<file path="src/rtl/arbitro_rr_4.sv">
`default_nettype none
// ============================================================================
// arbitro_rr_4 : 4-way round-robin arbiter with registered grant and hold limit
// Rev 1.0
// ============================================================================
module arbitro_rr_4 #(
  parameter int MAX_HOLD = 16,
  parameter int CNT_W    = 5
) (
  input  logic       clk,
  input  logic       rst_n,
  input  logic [3:0] req,
  output logic [3:0] gnt,
  output logic [1:0] gnt_idx,
  output logic       gnt_v,
  output logic       preempt
);

  localparam logic [1:0] ST_IDLE = 2'b00;
  localparam logic [1:0] ST_BUSY = 2'b01;

  localparam bit               LIMIT_EN  = (MAX_HOLD != 0);
  localparam logic [CNT_W-1:0] HOLD_MAX  = CNT_W'(MAX_HOLD);
  localparam logic [CNT_W-1:0] HOLD_LAST = CNT_W'((MAX_HOLD == 0) ? 0 : MAX_HOLD - 1);

  logic [1:0]       state_q, state_d;
  logic [1:0]       ptr_q, ptr_d;
  logic [CNT_W-1:0] hold_cnt_q, hold_cnt_d;
  logic [3:0]       gnt_q, gnt_d;
  logic [1:0]       gnt_idx_q, gnt_idx_d;
  logic             gnt_v_q, gnt_v_d;
  logic             preempt_q, preempt_d;

  logic [1:0]       owner;
  logic [3:0]       others;
  logic [2:0]       win_idle;
  logic [2:0]       win_other;
  logic [1:0]       sel;
  logic             take_preempt;

  // Returns {found, index} of the first set bit scanning start, start+1, ... mod 4.
  function automatic logic [2:0] rr_pick(input logic [3:0] r, input logic [1:0] start);
    logic [2:0] res;
    logic [1:0] k;
    res = 3'b000;
    for (int i = 3; i >= 0; i--) begin
      k = start + 2'(i);
      if (r[k]) res = {1'b1, k};
    end
    return res;
  endfunction

  assign owner     = gnt_idx_q;
  assign others    = req & ~(4'b0001 << owner);
  assign win_idle  = rr_pick(req, ptr_q);
  assign win_other = rr_pick(others, owner + 2'd1);

  always_ff @(posedge clk or negedge rst_n) begin
    if (!rst_n) begin
      state_q    <= ST_IDLE;
      ptr_q      <= 2'd0;
      hold_cnt_q <= '0;
      gnt_q      <= 4'd0;
      gnt_idx_q  <= 2'd0;
      gnt_v_q    <= 1'b0;
      preempt_q  <= 1'b0;
    end else begin
      state_q    <= state_d;
      ptr_q      <= ptr_d;
      hold_cnt_q <= hold_cnt_d;
      gnt_q      <= gnt_d;
      gnt_idx_q  <= gnt_idx_d;
      gnt_v_q    <= gnt_v_d;
      preempt_q  <= preempt_d;
    end
  end

  always_comb begin
    state_d      = state_q;
    ptr_d        = ptr_q;
    hold_cnt_d   = hold_cnt_q;
    sel          = owner;
    take_preempt = 1'b0;
    case (state_q)
      ST_IDLE: begin
        if (win_idle[2]) begin
          state_d    = ST_BUSY;
          sel        = win_idle[1:0];
          hold_cnt_d = '0;
        end
      end
      ST_BUSY: begin
        if (!req[owner]) begin
          ptr_d      = owner + 2'd1;
          hold_cnt_d = '0;
          sel        = win_other[1:0];
          state_d    = win_other[2] ? ST_BUSY : ST_IDLE;
        end else if (LIMIT_EN && (hold_cnt_q == HOLD_LAST)) begin
          // At the limit a lone owner simply restarts its count.
          hold_cnt_d = '0;
          if (win_other[2]) begin
            ptr_d        = owner + 2'd1;
            sel          = win_other[1:0];
            take_preempt = 1'b1;
          end
        end else if (hold_cnt_q != HOLD_MAX) begin
          hold_cnt_d = hold_cnt_q + CNT_W'(1);
        end
      end
      default: begin
        state_d    = ST_IDLE;
        ptr_d      = 2'd0;
        hold_cnt_d = '0;
      end
    endcase
  end

  always_comb begin
    gnt_d     = 4'd0;
    gnt_idx_d = 2'd0;
    gnt_v_d   = 1'b0;
    preempt_d = 1'b0;
    if (state_d == ST_BUSY) begin
      gnt_d     = 4'b0001 << sel;
      gnt_idx_d = sel;
      gnt_v_d   = 1'b1;
      preempt_d = take_preempt;
    end
  end

  assign gnt     = gnt_q;
  assign gnt_idx = gnt_idx_q;
  assign gnt_v   = gnt_v_q;
  assign preempt = preempt_q;

endmodule
`default_nettype wire

</file>
<file path="config.mk">
export PLATFORM = sky130hd
export DESIGN_NAME = arbitro_rr_4
export DESIGN_NICKNAME = d
export VERILOG_FILES = /design/src/rtl/arbitro_rr_4.sv
export SDC_FILE = /design/constraint.sdc
export NUM_CORES = 1
export LEC_CHECK = 0
export CAP_MARGIN = 25
export CORE_MARGIN = 1
export CORE_UTILIZATION = 55
export DETAILED_ROUTE_END_ITERATION = 7
export GPL_ROUTABILITY_DRIVEN = 0
export PLACE_DENSITY = 0.81
export SYNTH_ARGS = -nofsm -noshare
export SYNTH_HDL_FRONTEND = slang
export SYNTH_SLANG_ARGS = --single-unit
</file>
<file path="constraint.sdc">
create_clock -name clk -period 2.9 [get_ports clk]
set_clock_uncertainty 0.2 [all_clocks]
set_input_delay 0.58 -clock clk [delete_from_list [all_inputs] [get_ports clk]]
set_output_delay 0.58 -clock clk [all_outputs]
set_load 0.005 [all_outputs]
</file>
Word level (Yosys, flattened, before mapping)
Index checks and enable logic that the tools add are counted.
{"block": "word_totals", "reg_bits": 17, "latchBits": 0, "mem_bits_rw": 0, "rom_bits": 0, "inputBits": 6, "word_cells": 92, "memories": 0}
{"block": "classes", "add_sub_neg": 8, "multipliers": 0, "div_mod_pow": 0, "order_cmp": 9, "n_eq_ne": 8, "shift": 2, "n_mux": 52, "n_bitwise": 3, "reduce_logical": 3}
{"cell": "2-bit by 3-bit less-than comparator with 1-bit output (second input constant)", "n": 9}
{"cell": "3-bit 2-to-1 mux", "n": 8}
{"cell": "2-bit 2-to-1 mux", "n": 10}
{"cell": "5-bit 2-to-1 mux", "n": 4}
{"cell": "1-bit binary-select mux with 2-bit select", "n": 9}
{"cell": "1-bit 2-to-1 mux", "n": 16}
{"cell": "2-bit case mux with 2 select lines", "n": 3}
{"cell": "5-bit case mux with 2 select lines", "n": 1}
{"cell": "2-bit adder (second input constant)", "n": 4}
{"cell": "1-bit by 2-bit << shifter with 4-bit output (first input constant)", "n": 2}
{"cell": "2-bit by 1-bit adder with 2-bit output (second input constant)", "n": 3}
{"cell": "3-bit != test (second input constant)", "n": 2}
{"cell": "5-bit by 1-bit adder with 5-bit output (second input constant)", "n": 1}
{"cell": "5-bit by 4-bit == test with 1-bit output (second input constant)", "n": 1}
{"cell": "5-bit != test (second input constant)", "n": 1}
{"cell": "4-bit bitwise AND", "n": 1}
{"cell": "2-bit by 1-bit == test with 1-bit output (second input constant)", "n": 2}
{"cell": "4-bit 2-to-1 mux", "n": 1}
{"cell": "4-bit != test (second input constant)", "n": 1}
{"cell": "4-bit NOT", "n": 1}
{"cell": "3-bit AND reduction", "n": 1}
{"cell": "2-bit zero test", "n": 1}
{"cell": "2-bit != test (second input constant)", "n": 1}
{"cell": "2-bit AND reduction", "n": 1}
{"cell": "1-bit NOT", "n": 1}

Logic depth before layout (Yosys ltp)
{"block": "depth", "depth_word": 15, "depth_mapped": 10}

Least setup slack after synthesis
No wires, ideal clock.
{"block": "synth_timing", "kind": "reg2reg", "from": "register gnt_idx_q[0] (netlist: gnt_idx[0])", "to": "register gnt_q[1] (netlist: gnt[1])", "setup_ns": 0.120, "arrival_ns": 2.208, "setup_slack_ns": 0.372, "path_stages_with_launch": 11, "path_buffers": 2, "synth_period_minus_slack_ns": 2.528, "path_cell_list": "dfrtp_1 buf_6 clkbuf_8 inv_1 ha_1 or3b_4 o2111a_1 a21oi_4 o221a_2 o211ai_2 and2_2"}
{"block": "synth_between", "elab_chain_len": 15}
{"element": "from (decl)", "line": "30", "rtl": "logic [1:0] gnt_idx_q, gnt_idx_d;"}
{"element": "from (signal assigned)", "line": "72", "rtl": "gnt_idx_q <= gnt_idx_d;"}
{"element": "branches (longest 14 deep; another with 2-bit by 1-bit adder with 2-bit output)"}
{"element": "4-bit 2-to-1 mux (*)", "line": "123", "rtl": "if (state_d == ST_BUSY) begin"}
{"element": "via gnt_d[1]", "line": "29", "rtl": "logic [3:0] gnt_q, gnt_d;"}
{"element": "to (signal assigned)", "line": "71", "rtl": "gnt_q <= gnt_d;"}
{"element": "to (decl)", "line": "29"}
Mark *: on every way through the listed nets, which the timed path passes. The select of a mux whose other input is x is not followed.
A chain may end at the register's enable or synchronous reset.

Worst setup path after layout
{"block": "layout_timing", "from": "input req[3]", "to": "register ptr_q[1]"}
{"block": "layout_between", "elab_chain_len": 9}
{"element": "from (decl)", "line": "12", "rtl": "input logic [3:0] req,"}
{"element": "4-bit bitwise AND", "line": "54", "rtl": "assign others = req & ~(4'b0001 << owner);"}
{"element": "1-bit binary-select mux with 2-bit select", "line": "48", "rtl": "if (r[k]) res = {1'b1, k};"}
{"element": "1-bit 2-to-1 mux (implied by the code)", "line": "48"}
{"element": "3-bit 2-to-1 mux (4 in series)", "line": "48"}
{"element": "3-bit != test (no line)"}
{"element": "3-bit AND reduction (no line)"}
{"element": "to (signal assigned)", "line": "69", "rtl": "ptr_q <= ptr_d;"}
{"element": "to (decl)", "line": "27", "rtl": "logic [1:0] ptr_q, ptr_d;"}
Several ways; a longest one is shown, not always the timed one. The select of a mux whose other input is x is not followed.

==> metrics.txt <==
fmax 382 MHz; DR WL/cell 15.1 µm; # IOs 14; width of the die 49.7 µm; proportion of netlist area held by the largest area contributor 34.0%; crit-path cells clkdlybuf4s50_1 > mux2_2 > a21oi_1 > o21ai_0 > buf_4 > mux2i_1 > nor2_1; Crit. End Element flop; fin cells 179; main flop type after synthesis dfrtp_1; Mapped Area 1250 µm²; reg2reg path depth 8; Synth area leader dfrtp_1; Worst Path Buf+Inv 2; most frequent cell after synthesis dfrtp_1; clk sinks 17; final setup vio count 0; synth unique cells 50; Root Buffer clkbuf_4; Yosys warnings 0; number of enable flip-flop cells after synthesis 0; Clk Latency, worst-skew pair 0.30 ns; share of cells above drive strength 1 16.4%; crit path kind in -> reg; CTS Hold Bufs 0; antenna violations before repair 0; measured slew at the worst slew-check pin 0.748 ns; PD cells 408 nW/µm²; Slowest cell on crit path clkdlybuf4s50_1; chip height 49.7 µm; Post-Syn Area per Cell 9.41 µm²; DRC Markers 0; clock slew at reported path FFs 0.09 ns; Remaining Overflow, GRT 0; CP Launch Type primary input; TNS Setup 0 ns; cts bufs inserted 3; LEAKAGE 0.635 nW; min Tclk post-route 2.62 ns; clk buf depth 2; via count 1109; H-tree Lvls 1; DPL Wire Length 1960 µm; Vias/cell 6.20; outcome completed; TritonCTS clock tree built; first-pass GRT wire length 4620 µm; Hold WC Path Type reg -> reg; crit-path leading delay family buffers and inverters; Row Count 16; post-route antenna net violation count 0; Rel. slew slack 49.9%; Initial Util 61.3%; max-slew violations 0; Area contributors post-synth dfrtp_1 34%, ha_1 6.0%, mux2i_1 4.8%; async set-reset flop share out of synthesis 100%; 1st-iter DRT viols 44; IO Port Bufs 13; Yosys reg bits 17; RSZ-0062 raised after global routing no; post-synth net total 145; max-cap viol count 0; CP peak stage delay 0.59 ns; Worst IR Drop VDD 414 µV; Gate Count Post-Synth 133; Crit Path Max Fanout 10; Post CTS Setup Buffer Count 0; critical path required time 2.87 ns; Initial DRT Pass Iterations 4; Crit. path cell count 7; die area 2470 µm²; Final Hold Violating Endpoints 0; post_cts resized 0; core area 2040 µm²; Detailed Route WL 2700 µm; Hold Path Stages 1; Tcrit/Tclk final 90.3%; Seq/Total Area, Yosys 34.0%; GR Util All Layers 24.7%; Post-Place Cells 175; crit path DAT 2.59 ns; largest net degree at the start of global routing 21; vias in the first global route 1041; Layout area overhead 16.0%; Final nets 165; list of most frequent post-synthesis cells 17 x dfrtp_1, 9 x o21ai_0, 8 x inv_1, 8 x nor2_1, 7 x nand2_1; antenna cells 0
-- worst reg2reg max path: stages, from the launching register on --
cell and delay, ns:
dfrtp_1 0.50, inv_1 0.16, ha_1 0.45, nor3b_1 0.09
a2111oi_0 0.43, nor3_1 0.09, o2111a_1 0.17, o21ai_0 0.31
nor2b_1 0.08
-- final cells by class --
| type | instances | area, µm² |
|---|---|---|
| multi-input cells | 100 | 729 |
| inverters | 8 | 30.0 |
| clock buffers | 3 | 22.5 |
| clock inverters | 1 | 5.00 |
| well taps | 27 | 33.8 |
| flip-flops and latches | 17 | 425 |
| fillers | 173 | 591 |
| repair buffers | 23 | 205 |
-- final timing paths --
path	from	end	slack [ns]
max	req[3]	ptr_q[1]$_DFFE_PN0P_	0.28
min	hold_cnt_q[3]$_DFFE_PN0P_	hold_cnt_q[3]$_DFFE_PN0P_	0.32
max reg2reg	gnt_idx[1]$_DFF_PN0_	gnt[3]$_DFF_PN0_	0.31
min reg2reg	hold_cnt_q[3]$_DFFE_PN0P_	hold_cnt_q[3]$_DFFE_PN0P_	0.32
max in group asynchronous	rst_n	preempt$_DFF_PN0_	1.51
min in group asynchronous	rst_n	state_q[0]$_DFF_PN0_	0.52
-- metal layers --
layer	track usage, %	up-vias	routed length, µm
li1	-	527	-
met1	33.8	516	1230
met2	36.7	56	1200
met3	7.10	10	221
met4	9.52	0	51
met5	0	-	0
-- layout by cell type (no fill, tap or decap), types with 3 or more instances in the layout --
| master | Yosys | final |
|---|---|---|
| buf_4 | 2 | 10 |
| nand3b_1 | 3 | 3 |
| nand3_1 | 5 | 5 |
| dfrtp_1 | 17 | 17 |
| inv_1 | 8 | 8 |
| ha_1 | 6 | 6 |
| o21ai_0 | 9 | 9 |
| a21oi_1 | 4 | 4 |
| clkdlybuf4s50_1 | 0 | 13 |
| clkbuf_4 | 0 | 3 |
| nor2_1 | 8 | 8 |
| a21o_1 | 3 | 3 |
| mux2i_1 | 6 | 6 |
| nor2b_1 | 5 | 5 |
| nor3_1 | 6 | 6 |
| nand2_1 | 7 | 7 |
-- logic make-up (layout without fill, tap and decap cells) --
logic type                 count (synthesis)  after routing  share of synthesized area (%)
AOI/OAI and AO/OA                         38             38                           23.9
adders and majority gates                  6              6                           6.00
buffers and inverters                     16             35                           7.70
DFF                                       17             17                           34.0
muxes                                      7              7                           5.70
other                                      1              1                          0.300
and+or+nand+nor                           48             48                           22.4
-- per-stage QoR --
step / hold slack [ns] / worst slack (ns) / area (µm²) / util [%] / power [mW]
5_1_grt: 0.342 / 0.120 / 1450 / 71.1 / 0.629
3_5_place_dp: 0.305 / 0.00265 / 1420 / 69.7 / 0.466
2_1_floorplan: 0.0844 / 0.372 / 1250 / - / 0.403
6_report: 0.321 / 0.280 / 1450 / 71.1 / 0.592
4_1_cts: 0.323 / 0.327 / 1450 / 71.1 / 0.593
3_3_place_gp: 0.297 / 0.0621 / 1420 / 69.7 / 0.460
-- power breakdown --
group          switching, mW  total (mW)  internal (mW)
registers             0.0160       0.267          0.251
logic                  0.104       0.199         0.0949
clock network         0.0748       0.126         0.0514
total                  0.195       0.592          0.398
-- state kept, by name (all words and copies together), names as in the netlist --
name	cells
gnt	4
gnt_idx	2
gnt_v	1
hold_cnt_q	5
preempt	1
ptr_q	2
state_q	2
Note: power is estimated with default switching activity, not from simulation.
